**config.mk**
```make
export PLATFORM = sky130hd
export DESIGN_NAME = fpu_cnt_lead0_pipe
export DESIGN_NICKNAME = d
export VERILOG_FILES = /design/src/rtl/fpu_cnt_lead0_pipe.sv
export SDC_FILE = /design/constraint.sdc
export NUM_CORES = 1
export LEC_CHECK = 0
export ABC_AREA = 1
export BUFFER_PORTS_ARGS = -buffer_cell sky130_fd_sc_hd__buf_2
export CAP_MARGIN = 20
export CORE_MARGIN = 2
export CORE_UTILIZATION = 56
export CTS_CLUSTER_DIAMETER = 40
export DETAILED_ROUTE_END_ITERATION = 12
export MAX_ROUTING_LAYER = met4
export PLACE_DENSITY = 0.95
export SYNTH_ARGS = -nofsm -noshare
export SYNTH_HDL_FRONTEND = slang
export SYNTH_SLANG_ARGS = --single-unit
```
**constraint.sdc**
```tcl
create_clock -name rclk -period 2.8 [get_ports rclk]
set_input_delay 0.56 -clock rclk [delete_from_list [all_inputs] [get_ports rclk]]
set_output_delay 0.56 -clock rclk [all_outputs]
set_load 0.05 [all_outputs]
```
**src/rtl/fpu_cnt_lead0_pipe.sv**
```systemverilog
// Two-stage leading-zero / leading-one counter for the FPU normalisation path.
// Latency: 2 cycles from input transfer to out_vld; one result per cycle.
// Backpressure: full valid/ready; s1+s2 hold two operands under stall, in_rdy drops only when both are full.
//
// Ports:
//   rclk, rst                 clock, synchronous active-high reset
//   in_vld/in_rdy             operand handshake; in_din operand (MSB = bit WIDTH-1)
//   in_lead1                  1 = count leading ones, 0 = count leading zeros
//   in_tag                    side-band tag, returned unchanged on out_tag
//   out_vld/out_rdy           result handshake
//   out_cnt                   leading count 0..WIDTH; out_zero set when count == WIDTH
module fpu_cnt_lead0_pipe #(
   parameter int WIDTH = 64,
   parameter int TAGW  = 4,
   parameter int CW    = $clog2(WIDTH) + 1
) (
   input  logic             rclk,
   input  logic             rst,
   input  logic             in_vld,
   output logic             in_rdy,
   input  logic [WIDTH-1:0] in_din,
   input  logic             in_lead1,
   input  logic [TAGW-1:0]  in_tag,
   output logic             out_vld,
   input  logic             out_rdy,
   output logic [CW-1:0]    out_cnt,
   output logic             out_zero,
   output logic [TAGW-1:0]  out_tag
);

   localparam int NG = WIDTH / 16;

   logic                 s1_adv;
   logic                 s2_adv;
   logic                 s1_vld;
   logic                 s2_vld;
   logic [WIDTH-1:0]     x;
   logic [NG-1:0]        grp_eq0;
   logic [NG-1:0][3:0]   grp_cnt;
   logic [NG-1:0]        s1_eq0;
   logic [NG-1:0][3:0]   s1_cnt;
   logic [TAGW-1:0]      s1_tag;
   logic [CW-1:0]        mrg_cnt;
   logic                 mrg_zero;

   // Leading-one mode is folded into leading-zero mode by inverting the operand.
   assign x = in_lead1 ? ~in_din : in_din;

   // Per-group count: the highest set bit wins because it is visited last.
   // An all-zero group leaves its count at 0; the eq0 flag carries that case.
   always_comb begin
      grp_eq0 = '0;
      grp_cnt = '0;
      for (int g = 0; g < NG; g++) begin
         grp_eq0[g] = (x[16*g +: 16] == 16'd0);
         for (int i = 0; i < 16; i++) begin
            if (x[16*g + i]) begin
               grp_cnt[g] = 4'(15 - i);
            end
         end
      end
   end

   // Merge: scanning upward, the most-significant non-zero group is the last to write.
   always_comb begin
      mrg_cnt  = CW'(WIDTH);
      mrg_zero = 1'b1;
      for (int g = 0; g < NG; g++) begin
         if (!s1_eq0[g]) begin
            mrg_cnt  = CW'(16 * (NG - 1 - g)) + CW'(s1_cnt[g]);
            mrg_zero = 1'b0;
         end
      end
   end

   assign s2_adv  = !s2_vld | out_rdy;
   assign s1_adv  = !s1_vld | s2_adv;
   assign in_rdy  = s1_adv;
   assign out_vld = s2_vld;

   always_ff @(posedge rclk) begin
      if (rst) begin
         s1_vld   <= 1'b0;
         s1_eq0   <= '0;
         s1_cnt   <= '0;
         s1_tag   <= '0;
         s2_vld   <= 1'b0;
         out_cnt  <= '0;
         out_zero <= 1'b0;
         out_tag  <= '0;
      end else begin
         if (s1_adv) begin
            s1_vld <= in_vld;
            // Payload only moves with a valid operand so idle bus noise never lands in state.
            if (in_vld) begin
               s1_eq0 <= grp_eq0;
               s1_cnt <= grp_cnt;
               s1_tag <= in_tag;
            end
         end
         if (s2_adv) begin
            s2_vld <= s1_vld;
            if (s1_vld) begin
               out_cnt  <= mrg_cnt;
               out_zero <= mrg_zero;
               out_tag  <= s1_tag;
            end
         end
      end
   end

endmodule

```
==> results.toml <==
[sta]
clock_skew_ns = 0.00751
hold_viol = 0
period_share = 0.727
period_needed_ns = 2.04
setup_viol = 0
fmax_ghz = 0.491
final-max-slew-violation-count = 0
slew_headroom = 0.648
tns_ns = 0
rsz0062_at_grt = "no"
tightest_slew_ns = 0.527

[finish]
nFillCells = 416
area_growth_pct = 19.4
stdcell_count = 577
antennaDiodeCount = 0
fin_nets = 582
drive_gt1_frac = 0.225
seq_area_sq_um = 741
multi_input_area_sq_mm = 0.00181

[min_path]
worstHoldEndpoint = "out_cnt[5]"
hp-class = "flip-flop to flip-flop"
hold_start = "out_cnt[5]"
hold_depth = 2

[grt]
grt_max_degree = 34
grt_pass1_wl_um = 10200
grt_pass1_vias = 2527
antenna_found_initial = 0
grt.overflow.total = 0
track_usage = 0.234

[clocking]
cts.sinks = 37
post_cts_buffers = 0
h-tree-depth = 2
cts_hold_buf = 0
post_cts_resized = 0
clock_path_buffers = 2
insertion_delay_ns = 0.30
cts-root-buf = "clkbuf_8"
clk_pin_slew_ns = 0.08
cts_tree = "yes"
cts_made_buffers = 5

[die]
dieArea_sq_mm = 0.00563
core_sq_mm = 0.00479
die_y_um = 75.1
dieWidth_um = 75.1
rows = 25
pin_count = 87
initial_core_util = 0.591

[synth]
yosysSeqAreaShare = 0.262
yosysUniqueCellTypes = 23
ys.flop_type = "dfxtp_1"
synth_edf_count = 0
synth_seq_cells = 37
synth_area_per_cell_sq_um = 6.58
synthCells = 430
async_flop_share = 0
ys_warn_count = 0
netlist_area_sq_mm = 0.00283
syn_nets = 503

[detailed_routing]
drt-total-wl_um = 6260
postRouteAntennaNets = 0
drc = 0
wire_per_inst_um = 10.9
dr.pass1.iters = 4
vias_per_cell = 4.98
vias = 2874
drt_iter0_drc = 99

[critical_path]
cp-start-kind = "primary input"
crit_buf_inv = 2
r2r-start = "out_vld"
path_class = "primary input to flip-flop"
cp_slowest_cell = "buf_4"
crit_required_ns = 2.97
cp_data_arrival_time_ns = 2.21
cp_max_fo = 33
path_cells = "buf_4 -> buf_4 -> xnor2_1 -> nand2_1 -> nand2_1 -> nand2_1 -> nand2_1 -> nand2_1 -> nand2_1 -> nand2_1 -> nand2_1 -> nand2_1 -> nand2_1 -> nand2_1 -> nand2_1 -> a21oi_1"
r2r-end = "s1_eq0[3]"
r2r_slack_ns = 1.24
path_delay_family = "buffers and inverters"
critPathMaxStageDelay_ns = 0.37
path_common_cell = "nand2_1"
endpoint_kind = "flip-flop"
rr_worst_depth = 9

[flow_run]
maxCapViolCount = 0

[placement]
hpwl_um = 4900
placed_cells = 569
gp_congestion = 0.865
io_buffer_count = 86

[outcome]
outcome = "finished clean"

[power]
power_density_mw_per_mm2 = 468
ir_worst_vdd_mv = 0.248
p_leak_uw = 0.00165
## registers in the layout, summed over array words and instances (netlist names)
signal	count
s1_eq0	4
out_cnt	7
out_tag	4
s1_cnt	16
s1_tag	4
out_vld	1
s1_vld	1
## cell usage after synthesis, types with 2 or more instances
cell type | number | area [sq um]
o21ai_0 | 28 | 140
o311ai_1 | 4 | 35.0
a21oi_1 | 35 | 175
nand3_1 | 8 | 40.0
nand2_1 | 152 | 571
nor4_2 | 4 | 50.1
a31oi_1 | 9 | 56.3
xnor2_1 | 46 | 403
buf_6 | 5 | 56.3
inv_2 | 2 | 7.51
dfxtp_1 | 37 | 741
xnor2_2 | 10 | 163
clkbuf_1 | 10 | 37.5
inv_1 | 37 | 139
nor2_1 | 31 | 116
buf_8 | 2 | 30.0
o21ai_1 | 4 | 20.0
## cells in the final DEF, fill, tap and decap left out, types with 2 or more instances in the layout
| cell type | count |
|---|---|
| a21oi_1 | 35 |
| a31oi_1 | 9 |
| buf_2 | 85 |
| buf_4 | 5 |
| bufinv_16 | 2 |
| clkbuf_8 | 5 |
| dfxtp_1 | 37 |
| inv_1 | 37 |
| inv_2 | 2 |
| nand2_1 | 152 |
| nand3_1 | 8 |
| nor2_1 | 31 |
| nor4_2 | 4 |
| o21ai_0 | 28 |
| o21ai_1 | 4 |
| o311ai_1 | 4 |
| xnor2_1 | 46 |
| xnor2_2 | 10 |
## worst max path at each step
stage	start	endpoint	slack, ns	depth (start not counted)
3_3_place_gp	in_lead1	s1_cnt[12]	0.55	16
6_report	in_lead1	s1_cnt[12]	0.76	16
4_1_cts	in_lead1	s1_cnt[12]	0.78	16
3_5_place_dp	in_lead1	s1_cnt[12]	0.48	16
5_1_grt	in_lead1	s1_cnt[12]	0.59	16
2_1_floorplan	out_vld	s1_cnt[11]	0.69	6
## cell families after synthesis
kind of cell / after synthesis / synth area share
AOI/OAI and AO/OA: 83 / 0.161
xor gates and xnor gates: 56 / 0.200
buffers and inverters: 57 / 0.0982
DFF: 37 / 0.262
and+or+nand+nor: 197 / 0.279
## area by class of cell
cell class | count | area share
Tap cell | 67 | 0.0248
Sequential cell | 37 | 0.219
Multi-Input combinational cell | 336 | 0.536
Inverter | 39 | 0.0433
Clock buffer | 5 | 0.0204
Clock inverter | 3 | 0.0193
Timing Repair Buffer | 90 | 0.137
## power by group
part           leakage (uW)  switching, uW  internal, uW  total, uW
sequential         0.000304           18.3           557        575
clock             0.0000681            191           354        545
combinational       0.00128            279           181        460
total               0.00165            488          1090       1580
## stage by stage
step	hold slack, ns	cell area (sq um)	util	worst slack (ns)	power (uW)
after floorplan	0.442	2830	-	0.687	932
after global placement	0.452	3240	0.678	0.553	1030
after detailed placement	0.455	3240	0.678	0.478	1040
after CTS	0.467	3380	0.706	0.777	1580
after global routing	0.481	3380	0.706	0.586	1660
final	0.469	3380	0.706	0.764	1580
## per-layer routing
metal,routed length (um),vias to the layer above,GRT usage,share of wire
met4,108,0,0.0913,0.017
met1,2780,1236,0.270,0.44
met3,354,16,0.0428,0.057
met2,3020,99,0.399,0.48
li1,-,1523,-,-
met5,0,-,-,0
## tightest hold or removal path, delay by kind of cell (launching register included)
family	cells	cell delay, ns
flops	1	0.32
compound gates	1	0.05
simple gates	1	0.06
Power figures use the tool's default switching activity.
